File: src/rtl/quadrature_encoder.sv
// Quadrature encoder interface: synchronised, glitch-filtered A/B/Z decoded x4 into a signed position counter, Avalon-MM register map.
// Latency: pin to POSITION/INDEX_LATCH is FILTER_LEN+3 clocks; register reads return one cycle after the address is sampled.
// Backpressure: none, waitrequest is tied low. Optional velocity window logic is built when QENC_VELOCITY_EN is defined.
module quadrature_encoder #(
  parameter int CNT_WIDTH  = 32,
  parameter int FILTER_LEN = 4,
  parameter int ERR_WIDTH  = 16
) (
  input  logic        csi_MCLK_clk,
  input  logic        rsi_MRST_reset,
  input  logic [31:0] avs_ctrl_writedata,
  output logic [31:0] avs_ctrl_readdata,
  input  logic [3:0]  avs_ctrl_byteenable,
  input  logic [2:0]  avs_ctrl_address,
  input  logic        avs_ctrl_write,
  input  logic        avs_ctrl_read,
  output logic        avs_ctrl_waitrequest,
  input  logic        A,
  input  logic        B,
  input  logic        Z
);

  localparam logic [31:0]          ID_VAL  = 32'hEA680004;
  localparam logic [3:0]           FLT_MAX = 4'(FILTER_LEN - 1);
  localparam logic [CNT_WIDTH-1:0] POS_ONE = CNT_WIDTH'(1);

  // Pin order in the vectors below: [2] = A, [1] = B, [0] = Z.
  logic [2:0] sync1, sync2, filt;
  logic [3:0] fcnt [3];
  logic [1:0] prev_ab;
  logic       prev_z;

  logic [CNT_WIDTH-1:0] pos, idx_latch;
  logic [ERR_WIDTH-1:0] err_cnt;
  logic [2:0]           ctrl;     // {inv, zclr, en}
  logic                 st_dir, st_err, st_idx;

  logic [31:0] window_q, velocity_q;

  logic fwd, rev, illegal, up, dn, z_rise;
  logic wr_pos, wr_stat, wr_ctrl, wr_err, wr_win;

  assign avs_ctrl_waitrequest = 1'b0;

  assign wr_pos  = avs_ctrl_write && (avs_ctrl_address == 3'd1);
  assign wr_stat = avs_ctrl_write && (avs_ctrl_address == 3'd2);
  assign wr_ctrl = avs_ctrl_write && (avs_ctrl_address == 3'd3);
  assign wr_err  = avs_ctrl_write && (avs_ctrl_address == 3'd5);
  assign wr_win  = avs_ctrl_write && (avs_ctrl_address == 3'd7);

  // Two-stage synchroniser and per-pin persistence filter.
  always_ff @(posedge csi_MCLK_clk) begin
    if (rsi_MRST_reset) begin
      sync1 <= '0;
      sync2 <= '0;
      filt  <= '0;
      for (int i = 0; i < 3; i++) fcnt[i] <= '0;
    end else begin
      sync1 <= {A, B, Z};
      sync2 <= sync1;
      for (int i = 0; i < 3; i++) begin
        if (sync2[i] == filt[i]) begin
          fcnt[i] <= '0;
        end else if (fcnt[i] == FLT_MAX) begin
          filt[i] <= sync2[i];
          fcnt[i] <= '0;
        end else begin
          fcnt[i] <= fcnt[i] + 4'd1;
        end
      end
    end
  end

  // x4 decode of previous versus current filtered {A,B}; both bits moving together is illegal.
  always_comb begin
    fwd = 1'b0;
    rev = 1'b0;
    case ({prev_ab, filt[2:1]})
      4'b0010, 4'b1011, 4'b1101, 4'b0100: fwd = 1'b1;
      4'b1000, 4'b1110, 4'b0111, 4'b0001: rev = 1'b1;
      default: ;
    endcase
    illegal = ((prev_ab ^ filt[2:1]) == 2'b11);
    up      = ctrl[0] && (ctrl[2] ? rev : fwd);
    dn      = ctrl[0] && (ctrl[2] ? fwd : rev);
    z_rise  = filt[0] && !prev_z;
  end

  // Position, index capture, error counter, status and control registers.
  always_ff @(posedge csi_MCLK_clk) begin
    if (rsi_MRST_reset) begin
      prev_ab   <= 2'b00;
      prev_z    <= 1'b0;
      pos       <= '0;
      idx_latch <= '0;
      err_cnt   <= '0;
      ctrl      <= 3'b001;
      st_dir    <= 1'b0;
      st_err    <= 1'b0;
      st_idx    <= 1'b0;
    end else begin
      prev_ab <= filt[2:1];
      prev_z  <= filt[0];

      // Bus write beats index clear, which beats the decoder step.
      if (wr_pos)                 pos <= avs_ctrl_writedata[CNT_WIDTH-1:0];
      else if (z_rise && ctrl[1]) pos <= '0;
      else if (up)                pos <= pos + POS_ONE;
      else if (dn)                pos <= pos - POS_ONE;

      if (z_rise) idx_latch <= pos;

      if (wr_err)                       err_cnt <= '0;
      else if (illegal && ~&err_cnt)    err_cnt <= err_cnt + ERR_WIDTH'(1);

      if (up)      st_dir <= 1'b1;
      else if (dn) st_dir <= 1'b0;

      // Sticky flags: a set event in the clearing cycle wins.
      st_err <= illegal || (st_err && !(wr_stat && avs_ctrl_writedata[1]));
      st_idx <= z_rise  || (st_idx && !(wr_stat && avs_ctrl_writedata[2]));

      if (wr_ctrl && avs_ctrl_byteenable[0]) ctrl <= avs_ctrl_writedata[2:0];
    end
  end

`ifdef QENC_VELOCITY_EN
  logic [31:0]        win_cnt;
  logic signed [31:0] acc, acc_nxt;

  // Saturating accumulation of the counted steps.
  always_comb begin
    acc_nxt = acc;
    if (up && acc != 32'sh7FFF_FFFF)      acc_nxt = acc + 32'sd1;
    else if (dn && acc != 32'sh8000_0000) acc_nxt = acc - 32'sd1;
  end

  // WINDOW register with byte-lane writes.
  always_ff @(posedge csi_MCLK_clk) begin
    if (rsi_MRST_reset) begin
      window_q <= 32'd1_000_000;
    end else if (wr_win) begin
      for (int i = 0; i < 4; i++)
        if (avs_ctrl_byteenable[i]) window_q[8*i +: 8] <= avs_ctrl_writedata[8*i +: 8];
    end
  end

  // Window counter: VELOCITY takes the net step count at each window end.
  always_ff @(posedge csi_MCLK_clk) begin
    if (rsi_MRST_reset) begin
      win_cnt    <= '0;
      acc        <= '0;
      velocity_q <= '0;
    end else if (wr_win) begin
      win_cnt <= '0;
      acc     <= '0;
    end else if (window_q == 32'd0) begin
      win_cnt    <= '0;
      acc        <= '0;
      velocity_q <= '0;
    end else if (win_cnt == window_q - 32'd1) begin
      win_cnt    <= '0;
      acc        <= '0;
      velocity_q <= acc_nxt;
    end else begin
      win_cnt <= win_cnt + 32'd1;
      acc     <= acc_nxt;
    end
  end
`else
  assign window_q   = 32'd0;
  assign velocity_q = 32'd0;
`endif

  // Registered read mux; follows the address regardless of the read strobe.
  always_ff @(posedge csi_MCLK_clk) begin
    if (rsi_MRST_reset) begin
      avs_ctrl_readdata <= '0;
    end else begin
      case (avs_ctrl_address)
        3'd0:    avs_ctrl_readdata <= ID_VAL;
        3'd1:    avs_ctrl_readdata <= 32'(signed'(pos));
        3'd2:    avs_ctrl_readdata <= {29'd0, st_idx, st_err, st_dir};
        3'd3:    avs_ctrl_readdata <= {29'd0, ctrl};
        3'd4:    avs_ctrl_readdata <= 32'(signed'(idx_latch));
        3'd5:    avs_ctrl_readdata <= 32'(err_cnt);
        3'd6:    avs_ctrl_readdata <= velocity_q;
        default: avs_ctrl_readdata <= window_q;
      endcase
    end
  end

  logic unused_bits;
  assign unused_bits = ^{avs_ctrl_read, avs_ctrl_writedata, avs_ctrl_byteenable};

endmodule

File: config.mk
export PLATFORM = sky130hd
export DESIGN_NAME = quadrature_encoder
export DESIGN_NICKNAME = d
export VERILOG_FILES = /design/src/rtl/quadrature_encoder.sv
export SDC_FILE = /design/constraint.sdc
export NUM_CORES = 1
export LEC_CHECK = 0
export CAP_MARGIN = 10
export CORE_UTILIZATION = 60
export DETAILED_ROUTE_END_ITERATION = 10
export PLACE_DENSITY = 0.84
export REMOVE_ABC_BUFFERS = 1
export SYNTH_ARGS = -nofsm -noshare
export SYNTH_HDL_FRONTEND = slang
export SYNTH_SLANG_ARGS = --single-unit
File: constraint.sdc
create_clock -name csi_MCLK_clk -period 12.1 [get_ports csi_MCLK_clk]
set_input_delay 2.42 -clock csi_MCLK_clk [delete_from_list [all_inputs] [get_ports csi_MCLK_clk]]
set_output_delay 2.42 -clock csi_MCLK_clk [all_outputs]
set_load 0.01 [all_outputs]
==> impl.org, run 1 <==
** Setup path
- Across all register-to-register paths, the minimum setup slack is 8.20 ns.
- Worst EP arrival :: 5.31 ns
- Measured in cells, the most critical reg-to-reg path has a length of 13.
- CP startpoint kind :: input pin
- Of all nets on the critical path, the largest fanout is 39.
- The most critical setup path has its endpoint at pos[20]$_SDFFE_PP0P_.
- The worst setup path is captured at a flop.
- Reg2reg start :: filt[1]$_SDFFE_PP0P_
- The worst register-to-register path ends at pos[19]$_SDFFE_PP0P_.
- CP Class :: input pin to flop
- Critical path required time :: 12.45 ns
- In this run the worst setup path begins at avs_ctrl_address[0].

** Layout
- From synthesis to final layout, the design area changed by 18.6%.
- Summing all multi-input logic gate instances after layout gives 4440 sq um.
- Leading cell type in the layout, fill and taps excluded :: sky130_fd_sc_hd__dfxtp_1
- After the flow finishes, the layout carries non-filler instances totaling 1,164.
- Register area :: 2960 sq um
- Leading cell types in the layout, fill and taps excluded :: sky130_fd_sc_hd__dfxtp_1, sky130_fd_sc_hd__nor2_1, sky130_fd_sc_hd__nand2_1, sky130_fd_sc_hd__a21oi_1, sky130_fd_sc_hd__clkdlybuf4s50_1
- After routing the design area is 9110 sq um.
- Final-layout fill cell count :: 940
- The net count of the finished layout is 1,072.
- End-of-flow core utilization :: 0.743
- In the final layout, the share of cells above drive strength 1 is 0.0763.
- Number of antenna repair diodes :: 0

** Logic synthesis
- Counting flops with an async set or reset pin after synthesis yields a share of 0.
- Counting distinct cell types in the post-synthesis netlist gives 66.
- Number of enable flip-flop cells after synthesis :: 12
- Cell Area, Synth :: 7680 sq um
- Of the synthesized area, sequential elements account for 0.386.
- Cell count after synthesis :: 929
- A synthesized cell averages 8.27 sq um.
- In the synthesized netlist the dominant register cell turns out to be sky130_fd_sc_hd__dfxtp_1.
- Warnings, synthesis :: 0
- Post-synthesis sequential element count :: between 100 and 150

** Clock tree
- Clock edge transition at the registers on the reported setup and hold paths :: 0.06 ns
- The number of setup buffers added after CTS is 0.
- The number of hold buffers added after CTS was 0.
- After clock tree synthesis, the repair step resized 0 gates.
- TritonCTS built the clock tree.
- Clock tree root driver cell :: sky130_fd_sc_hd__clkbuf_16
- The longest clock path from root to sink contains 2 buffers.
- TritonCTS created 17 clock buffers.
- The later pin in the worst-skew pair is clocked with a latency of 0.42 ns.
- The clock net in this run drives a total of roughly 140 sinks.
- CTS built an H-tree with a depth of 4.

** Place
- The number of placed instances, taps included, is 1,133.
- Summing all placed instances gives a cell area of 8520 sq um.
- Summed over all nets, the half-perimeter wirelength after detailed placement is 13,100 um.
- The congestion estimate from routability-driven global placement came to 0.975.
- Input and output buffers added on the ports amount to 73.

** Run status
- The flow ran to the end, and the final reports show no timing, DRC or antenna violations.

** Detailed routing
- Count of antenna-violating nets left after detailed routing :: 0
- Dividing the detail-routed wire length by the instance count gives 16.6 um.
- Vias per cell :: a little under 6
- Total number of vias :: slightly below 7,000
- The pre-antenna-repair detailed-routing pass consisted of 6 iterations.
- Wires add up to 19,300 um.
- The first routing iteration left 700 violations.
- In the routed design, unresolved DRC markers number 0.

** Die
- Io pins :: 79
- The die covers 13,300 sq um.
- Starting density of the core :: 0.626
- In this run the core area contains 40 standard-cell rows.
- Die Span Y :: 115 um
- In this run the standard cell core region covers 12,300 sq um.
- Die width :: 115 um

** Timing
- Setup repair after global routing left no endpoint under its margin.
- Slew at the pin closest to its max-slew limit :: 0.757 ns
- Across the routed clock network, the largest skew measured is 0.0105 ns.
- Max-slew headroom at the worst pin :: 0.494
- Final-layout setup total negative slack :: 0 ns
- The number of max-slew violations in the final report was 0.
- Share of the clock period used by the worst path :: 0.410
- Setup violations, final :: 0
- The hold violation total from the final report is 0.
- Derived from the worst setup path, the maximum achievable clock frequency is 0.201 GHz.
- Final critical-path required period :: 4.97 ns
- Across all hold checks on the routed design, the worst slack comes to 0.441 ns.

** Global route
- Pin count of the biggest net entering global routing :: 58
- Global routing finished with a remaining overflow of 0.
- All-Layer GR Usage :: 0.310
- Global-route wire length before repair :: 31,800 um
- The initial antenna violation count came to 0.
- The via count of the first global-routing pass is roughly 6,500.

** Flow run
- Max-capacitance violation count :: 0

** Pwr
- Power spread over the standard cell area amounts to approximately 140 nW/um^2.
- The worst-case IR drop observed on VDD is between 0.06 and 0.07 mV.
- In this run the static leakage power is about 3.6 nW.

** Hold path
- In this run the worst hold path is classified as flop to flop.
power by group:
group | switching [mW] | leakage (nW) | internal, mW
registers | 0.0118 | 1.18 | 0.484
logic | 0.126 | 2.10 | 0.102
clock network | 0.196 | 0.274 | 0.319
cell families after synthesis:
| family | share of synthesized area |
|---|---|
| xor gates and xnor gates | 0.0570 |
| other | 0.000978 |
| DFF | 0.386 |
| and+or+nand+nor | 0.196 |
| AOI/OAI and AO/OA | 0.212 |
| adders and majority gates | 0.0694 |
| muxes | 0.0362 |
| buffers and inverters | 0.0427 |
metrics by stage:
step	power, mW	setup slack [ns]
2_1_floorplan	0.661	5.74
3_3_place_gp	0.724	6.79
3_5_place_dp	0.726	6.74
4_1_cts	1.24	7.18
5_1_grt	1.29	6.94
6_report	1.24	7.13
synthesized netlist by cell type (2+ instances only):
| cell type | n | share of area |
|---|---|---|
| sky130_fd_sc_hd__xor2_1 | 19 | 0.022 |
| sky130_fd_sc_hd__mux2_2 | 13 | 0.019 |
| sky130_fd_sc_hd__nor4_1 | 3 | 0.0024 |
| sky130_fd_sc_hd__nand3_1 | 14 | 0.0091 |
| sky130_fd_sc_hd__a211oi_1 | 6 | 0.0059 |
| sky130_fd_sc_hd__a31oi_1 | 5 | 0.0041 |
| sky130_fd_sc_hd__a31o_2 | 3 | 0.0034 |
| sky130_fd_sc_hd__a221oi_1 | 18 | 0.021 |
| sky130_fd_sc_hd__a311oi_1 | 2 | 0.0023 |
| sky130_fd_sc_hd__xnor2_1 | 31 | 0.035 |
| sky130_fd_sc_hd__and3_1 | 4 | 0.0033 |
| sky130_fd_sc_hd__buf_1 | 3 | 0.0015 |
| sky130_fd_sc_hd__ha_1 | 41 | 0.067 |
| sky130_fd_sc_hd__a222oi_1 | 3 | 0.0039 |
| sky130_fd_sc_hd__inv_1 | 28 | 0.014 |
| sky130_fd_sc_hd__mux2i_1 | 12 | 0.016 |
| sky130_fd_sc_hd__a21oi_1 | 101 | 0.066 |
| sky130_fd_sc_hd__a22oi_1 | 25 | 0.024 |
| sky130_fd_sc_hd__a221oi_2 | 3 | 0.0059 |
| sky130_fd_sc_hd__dfxtp_1 | 130 | 0.34 |
| sky130_fd_sc_hd__nor3b_1 | 4 | 0.0039 |
| sky130_fd_sc_hd__clkbuf_1 | 53 | 0.026 |
| sky130_fd_sc_hd__o21ai_1 | 6 | 0.0039 |
| sky130_fd_sc_hd__edfxtp_1 | 12 | 0.047 |
| sky130_fd_sc_hd__nand4_1 | 14 | 0.011 |
| sky130_fd_sc_hd__o21a_1 | 6 | 0.0059 |
| sky130_fd_sc_hd__nor3_1 | 25 | 0.016 |
| sky130_fd_sc_hd__nor2b_1 | 15 | 0.012 |
| sky130_fd_sc_hd__or2_2 | 2 | 0.0016 |
| sky130_fd_sc_hd__and2_1 | 3 | 0.0024 |
| sky130_fd_sc_hd__o31a_1 | 2 | 0.0023 |
| sky130_fd_sc_hd__o21bai_1 | 9 | 0.0088 |
| sky130_fd_sc_hd__o21ai_0 | 28 | 0.018 |
| sky130_fd_sc_hd__or3_1 | 15 | 0.012 |
| sky130_fd_sc_hd__a21o_1 | 15 | 0.015 |
| sky130_fd_sc_hd__nand2_1 | 111 | 0.054 |
| sky130_fd_sc_hd__conb_1 | 2 | 0.00098 |
| sky130_fd_sc_hd__nor2_1 | 114 | 0.056 |
| sky130_fd_sc_hd__nand2b_1 | 2 | 0.0016 |
metal layers:
layer / track usage / share of wire
met2: 0.487 / 0.45
met1: 0.411 / 0.45
met3: 0.0717 / 0.081
met5: 0 / 0
met4: 0.126 / 0.022
worst min-delay path by stage:
| stage | from | endpoint | slack [ns] | cells past startpoint |
|---|---|---|---|---|
| after global placement | sync1[0]$_SDFF_PP0_ | sync2[0]$_SDFF_PP0_ | 0.42 | 1 |
| after global routing | sync1[1]$_SDFF_PP0_ | sync2[1]$_SDFF_PP0_ | 0.46 | 1 |
| after floorplan | sync1[0]$_SDFF_PP0_ | sync2[0]$_SDFF_PP0_ | 0.41 | 1 |
| final | sync1[2]$_SDFF_PP0_ | sync2[2]$_SDFF_PP0_ | 0.44 | 1 |
| after detailed placement | sync1[0]$_SDFF_PP0_ | sync2[0]$_SDFF_PP0_ | 0.43 | 1 |
| after CTS | sync1[2]$_SDFF_PP0_ | sync2[2]$_SDFF_PP0_ | 0.45 | 1 |
area by class of cell:
cell class	instances	area share
timing repair buffer	83	0.0879
multi-input combinational	712	0.488
inverter	28	0.0115
clock inverter	9	0.0124
clock buffer	22	0.0521
sequential	142	0.325
tap	168	0.0231
flip-flops by register name (all words and copies together), names as in the netlist:
register / cells
pos: 32
avs_ctrl_readdata: 32
prev_z: 1
fcnt: 12
err_cnt: 16
sync1: 3
ctrl: 3
sync2: 3
idx_latch: 32
prev_ab: 2
st_err: 1
filt: 3
st_idx: 1
st_dir: 1
worst max-delay path, stage by stage:
cell and delay, ns:
sky130_fd_sc_hd__clkdlybuf4s50_1 0.45, sky130_fd_sc_hd__buf_4 0.36, sky130_fd_sc_hd__nand2_1 0.12, sky130_fd_sc_hd__nor3_2 0.12, sky130_fd_sc_hd__buf_4 0.41, sky130_fd_sc_hd__a21oi_2 0.05
sky130_fd_sc_hd__buf_4 0.25, sky130_fd_sc_hd__nand2_1 0.57, sky130_fd_sc_hd__nor2_1 0.07, sky130_fd_sc_hd__or3_1 0.36, sky130_fd_sc_hd__a21oi_1 0.11
Note: power is estimated with default switching activity, not from simulation.
==> run 2: changes to the inputs <==
- CORE_UTILIZATION: 60 -> 52
- PLACE_DENSITY: 0.84 -> 0.77
- clock period: 12.1 -> 4.21 ns (I/O delays scaled with it)
==> impl.org, run 2 (synthesis gave the netlist of run 1 again) <==
** Run status
- Result of the run :: finished clean

** Timing
- Slew at the pin closest to its max-slew limit :: slightly below 0.9 ns
- Setup violations, final :: 0
- The number of max-slew violations in the final report is 0.
- The hold violation total from the final report was 0.
- Setup repair after global routing missed its margin :: false
- Worst-case hold slack :: 0.440 ns
- Final worst slack :: between 0.4 and 0.5 ns
- Max-slew headroom at the worst pin :: 0.417
- Clock skew on the completed layout was measured at 0.00887 ns.
- In the finished design, the share of the clock period the worst path needs comes to 0.893.
- Final critical-path required period :: approximately 3.8 ns
- Static timing analysis puts the maximum clock frequency at 0.266 GHz.

** Die
- 79 I/O pins were placed.
- The floorplan step set the die height to roughly 120 um.
- The die covers 15,300 sq um.
- Die width :: 124 um
- Starting density of the core :: 0.530
- In this run the core area contains 44 standard-cell rows.
- The core region is about 14,000 sq um.

** Hold path
- Cell count of the worst hold path :: 1
- The path class of the tightest hold or removal check is flop to flop.

** Global route
- All-Layer GR Usage :: 0.269
- The initial antenna violation count is 0.
- Pin count of the biggest net entering global routing :: 47
- Global-route wire length before repair :: 31,700 um
- Number of global-route vias before repair :: 6,347
- After global routing the overflow that remains totals 0.

** Detailed routing
- The final route contains ~6,900 vias.
- Summed over all layers, the routed wires come to 19,400 um.
- Number of DRC violations after detailed routing :: 0
- Total iterations of the first detailed-routing run :: 5
- The count of nets left with antenna violations once routing finished came out at 0.
- Vias per cell :: between 5 and 6
- In this run, the number of DRC markers left after iteration 0 of detailed routing was 559.
- Routed length per placed instance :: ~16 um

** Layout
- Leaving out fill and tap cells, the most frequent cell in the layout is sky130_fd_sc_hd__dfxtp_1.
- In the final layout, the registers with the most flip-flops are avs_ctrl_readdata (32), idx_latch (32), pos (32).
- End-of-flow core utilization :: 0.637
- Non-filler cells in the finished layout :: 1,188
- In the final design database the tool counted 1,079 nets.
- Of the cells placed in the final design, the portion with a size suffix greater than 1 is 0.0857.
- Number of antenna repair diodes :: 0
- Area grow syn2layout :: 20.2%
- The library cells used most frequently in the layout, excluding fill and tap cells, are sky130_fd_sc_hd__dfxtp_1, sky130_fd_sc_hd__nor2_1, sky130_fd_sc_hd__nand2_1, sky130_fd_sc_hd__a21oi_1, sky130_fd_sc_hd__clkdlybuf4s50_1.
- Final-layout fill cell count :: roughly 1,200

** Clock tree
- Clock edge transition at the registers on the reported setup and hold paths :: 0.06 ns
- Clock Path Buffers :: 2
- The H-tree was split into 4 levels.
- Number of instances resized during post-cts repair :: 0
- # Post-CTS Setup Buffers :: 0
- Number of buffers added by the clock tree synthesis step :: 17
- The tree built by TritonCTS fans out to 142 sinks.
- TritonCTS built the clock tree.
- At the later pin of the worst-skew pair, clock insertion delay measures 0.43 ns.
- Clock tree root driver cell :: sky130_fd_sc_hd__clkbuf_16
- In this run, post-CTS hold repair placed 0 buffers.

** Setup path
- Worst EP arrival :: 4.10 ns
- Worst Path Max Fanout :: 14
- STA classifies the critical path endpoint as a flop.
- Worst Reg-to-Reg Cells :: 13
- The critical path is of the flop to flop type.
- Data on the critical path is required at its endpoint by between 4 and 5 ns.
- STA classifies the critical path startpoint as a flop.

** Place
- Final weighted congestion of routability-driven global placement :: between 0.9 and 1
- The wire-length estimate of the detail-placed layout is 13,800 um.
- Port buffer count :: 73
- Prior to clock tree synthesis, the placed netlist has a worst setup slack of 0.524 ns.
- Number of placed cells counting well taps :: 1,156

** Pwr
- P per Cell Area :: 396 nW/um^2
- Worst ir drop on vdd :: 0.357 mV
- Total leakage power :: 3.61 nW

** Flow run
- Across the run, the number of max-cap violations was 0.
## run 2: power by group
part           internal (mW)  switching (mW)  leakage, nW
registers               1.39          0.0321         1.18
clock network          0.987           0.577        0.295
logic                  0.295           0.368         2.14
## run 2: area by class of cell
type	count	area (sq um)	share of cell area
multi-input cells	712	4440	0.481
flip-flops and latches	142	2960	0.321
clock buffers	17	425	0.0461
inverters	28	105	0.0114
well taps	184	230	0.0249
clock inverters	15	196	0.0213
repair buffers	90	866	0.0938
## run 2: final timing paths
path                                            from              endpoint  slack, ns
worst max register to register  filt[2]$_SDFFE_PP0P_  pos[27]$_SDFFE_PP0P_       0.45
worst min-delay path             sync1[0]$_SDFF_PP0_   sync2[0]$_SDFF_PP0_       0.44
worst min register to register   sync1[0]$_SDFF_PP0_   sync2[0]$_SDFF_PP0_       0.44
worst max-delay path            filt[2]$_SDFFE_PP0P_  pos[27]$_SDFFE_PP0P_       0.45
## run 2: per-stage QoR
stage	setup TNS, ns	total power [mW]	instance area [sq um]
final	0	3.65	9230
after global routing	0	3.78	9230
after CTS	0	3.65	9230
after detailed placement	0	2.10	8610
after global placement	0	2.09	8610
after floorplan	-7.41	1.90	7500
## run 2: worst max-delay path, cell delays in order, from the launching register on
cell and delay (ns):
sky130_fd_sc_hd__dfxtp_1 0.44, sky130_fd_sc_hd__xnor2_1 0.12, sky130_fd_sc_hd__and3_1 0.20, sky130_fd_sc_hd__o21ai_2 0.51, sky130_fd_sc_hd__buf_4 0.33, sky130_fd_sc_hd__buf_4 0.23
sky130_fd_sc_hd__ha_1 0.35, sky130_fd_sc_hd__a21oi_1 0.27, sky130_fd_sc_hd__o21ai_0 0.17, sky130_fd_sc_hd__a221oi_1 0.33, sky130_fd_sc_hd__o21ai_2 0.15, sky130_fd_sc_hd__a21oi_4 0.22
sky130_fd_sc_hd__xnor2_1 0.11, sky130_fd_sc_hd__a221oi_2 0.24
## run 2: routing by layer
metal  routed length (um)  global-route usage  up-vias
met4                  341              0.0919        0
li1                     -                   -     3401
met1                 9050               0.381     3188
met5                    0                   0        -
met3                 1240              0.0355       27
met2                 8790               0.418      248
==> run 3: changes to the inputs <==
- CORE_UTILIZATION: 52 -> 60
- PLACE_DENSITY: 0.77 -> 0.84
- SLEW_MARGIN: unset -> 20
- clock period: 4.21 -> 4.5 ns (I/O delays scaled with it)
==> impl.org, run 3 (synthesis gave the netlist of run 1 again) <==
** Run status
- Result of the run :: finished clean

** Clock tree
- # Post-CTS Setup Buffers :: 0
- Number of instances resized during post-cts repair :: 0
- Clock tree synthesis selected as its root buffer the cell sky130_fd_sc_hd__clkbuf_16.
- The later pin in the worst-skew pair is clocked with a latency of 0.43 ns.
- The clock tree synthesis step divided the H-tree into 4 levels.
- CTS sink cnt :: 142
- The number of hold buffers added after CTS was 0.
- TritonCTS clock tree :: built
- TritonCTS created 17 clock buffers.
- Clock Path Buffers :: 2
- Clock-pin slew was measured on the worst setup and hold paths at 0.06 ns.

** Place
- The congestion estimate from routability-driven global placement came to 0.963.
- Dpl hpwl :: 13,500 um
- Input and output buffers added on the ports amount to 73.
- Post-placement cell area :: 8560 sq um

** Layout
- Of the cells placed in the final design, the portion with a size suffix greater than 1 is 0.0810.
- After routing the design area is roughly 9000 sq um.
- Number of nets in the layout :: 1,075
- Leading cell types in the layout, fill and taps excluded :: sky130_fd_sc_hd__dfxtp_1, sky130_fd_sc_hd__nor2_1, sky130_fd_sc_hd__nand2_1, sky130_fd_sc_hd__a21oi_1, sky130_fd_sc_hd__clkdlybuf4s50_1
- The library cell used most frequently in the layout, excluding fill and tap cells, is sky130_fd_sc_hd__dfxtp_1.
- Regs by FF count :: avs_ctrl_readdata (32), idx_latch (32), pos (32)
- 0 antenna diodes ended up in the layout.
- Area grow syn2layout :: 19.1%

** Die
- Starting density of the core :: 0.626
- The die is 115 um tall.
- Number of placement rows :: 40
- Placeable Area :: around 12,000 sq um
- Die width :: 115 um
- Total die area :: 13,300 sq um
- In this run the count of I/O pins placed on the die edge is 79.

** Global route
- Global-route wire length before repair :: 32,400 um
- Entering global routing, the biggest net connects 47 pins.
- GRT Residual Overflow :: 0
- Initial antenna violation count :: 0
- The via count of the first global-routing pass was 6,474.
- For this run, the total global-route usage over all layers was measured as 0.317.

** Pwr
- P per Cell Area :: 366 nW/um^2
- Cell internal power was estimated by the tool at 2.43 mW.
- For this design the static power due to leakage is ~3.6 nW.
- The share of total power dissipated in combinational logic is 0.183.
- Switching power summed over all nets :: around 0.92 mW
- VDD sags by at most about 0.17 mV.
- Of the total power, the share spent switching nets is 0.276.
- Power share of the sequential group :: 0.398
- The share of total power dissipated in the clock network is 0.418.
- Post-route total power :: about 3.3 mW

** Setup path
- Worst Path Max Fanout :: 22
- Worst Reg-to-Reg Cells :: 14
- The setup check on the worst reg-to-reg path leaves a slack of 0.94 ns.
- Data arrives at the worst endpoint at between 3 and 4 ns.
- The worst setup path is of the flop to flop kind.
- STA classifies the critical path endpoint as a flop.
- Critical path required time :: between 4 and 5 ns
- Reg2reg start :: filt[1]$_SDFFE_PP0P_
- STA classifies the critical path startpoint as a flop.
- In this run the critical register-to-register path is captured at pos[28]$_SDFFE_PP0P_.

** Timing
- At the pin with the least slew margin, the transition time is 0.720 ns.
- Max-slew headroom at the worst pin :: 0.519
- Final hold analysis gives a worst-case slack of 0.439 ns.
- Adding up every negative setup slack in the final design gives 0 ns.
- Final critical-path required period :: 3.56 ns
- Achievable clock frequency :: ~0.28 GHz
- The hold violation total from the final report is 0.
- The number of max-slew violations in the final report came to 0.
- Dividing the final minimum period by the clock period gives 0.792.
- Worst clock skew :: 0.0102 ns
- Setup repair after global routing missed its margin :: false
- Setup violations remaining at the end of the flow were counted as 0.

** Detailed routing
- Vias per cell :: 6.02
- Summed over all layers, the routed wires come to between 20,000 and 25,000 um.
- Total number of vias :: 7,034
- After detailed routing, the average wire length per cell comes to 17.1 um.
- In this run the remaining antenna-violating nets after routing total 0.
- After detailed routing, the number of remaining DRC violations is 0.
- DRC marker count from the first detailed-route iteration :: 761
- Total iterations of the first detailed-routing run :: 5

** Hold path
- In this run the most critical hold path is launched from sync1[0]$_SDFF_PP0_.
- The path class of the tightest hold or removal check is flop to flop.
- Cell count of the worst hold path :: 1
- Hold Crit Endpoint :: sync2[0]$_SDFF_PP0_

** Flow run
- Max-capacitance violation count :: 0
==> run 3: layout make-up <==
cell class	count	area, sq um
Multi-Input combinational cell	712	4440
Fill cell	893	3110
Sequential cell	142	2960
Timing Repair Buffer	86	836
Clock buffer	20	457
Tap cell	168	210
Clock inverter	12	134
Inverter	28	105
==> run 3: how the worst max path moves through the flow <==
stage	startpoint	to	slack [ns]	depth (start not counted)
floorplan	avs_ctrl_address[2]	pos[20]$_SDFFE_PP0P_	-0.34	6
global placement	filt[1]$_SDFFE_PP0P_	pos[28]$_SDFFE_PP0P_	1.04	14
detailed placement	filt[1]$_SDFFE_PP0P_	pos[28]$_SDFFE_PP0P_	1.03	14
CTS	filt[1]$_SDFFE_PP0P_	pos[28]$_SDFFE_PP0P_	1.0	14
global route	filt[1]$_SDFFE_PP0P_	pos[19]$_SDFFE_PP0P_	0.79	13
finish	filt[1]$_SDFFE_PP0P_	pos[28]$_SDFFE_PP0P_	0.94	14
==> run 3: metrics by stage <==
stage / instances / util / setup WS, ns
6_report: 1168 / 0.746 / 0.935
5_1_grt: 1168 / 0.746 / 0.791
4_1_cts: 1168 / 0.746 / 0.996
3_5_place_dp: 1136 / 0.698 / 1.03
3_3_place_gp: 1136 / 0.698 / 1.04
2_1_floorplan: 882 / - / -0.342
==> run 3: metal layers <==
layer	vias up	routed length (um)	part of all wire	global-route usage
li1	3397	-	-	-
met2	294	9220	0.46	0.504
met1	3308	8900	0.44	0.428
met5	-	0	0	0
met3	35	1480	0.074	0.0554
met4	0	415	0.021	0.130
==> run 3: worst max-delay path, stage by stage, from the launching register on <==
cell and delay, ns:
sky130_fd_sc_hd__dfxtp_1 0.49, sky130_fd_sc_hd__xor2_1 0.13, sky130_fd_sc_hd__and3_1 0.19, sky130_fd_sc_hd__o21ai_2 0.12
sky130_fd_sc_hd__buf_4 0.28, sky130_fd_sc_hd__buf_4 0.33, sky130_fd_sc_hd__ha_1 0.30, sky130_fd_sc_hd__a21o_1 0.18
sky130_fd_sc_hd__o21bai_1 0.17, sky130_fd_sc_hd__a211oi_1 0.24, sky130_fd_sc_hd__o21ai_1 0.12, sky130_fd_sc_hd__o21ai_1 0.31
sky130_fd_sc_hd__a311oi_1 0.16, sky130_fd_sc_hd__mux2_1 0.33, sky130_fd_sc_hd__a21oi_1 0.13
==> run 3: power by group through the flow <==
stage	combinational, mW	sequential [mW]	clock [mW]
finish	0.614	1.33	1.40
CTS	0.603	1.33	1.41
detailed placement	0.596	1.36	0
global placement	0.592	1.36	0
floorplan	0.428	1.35	0
global route	0.667	1.34	1.46
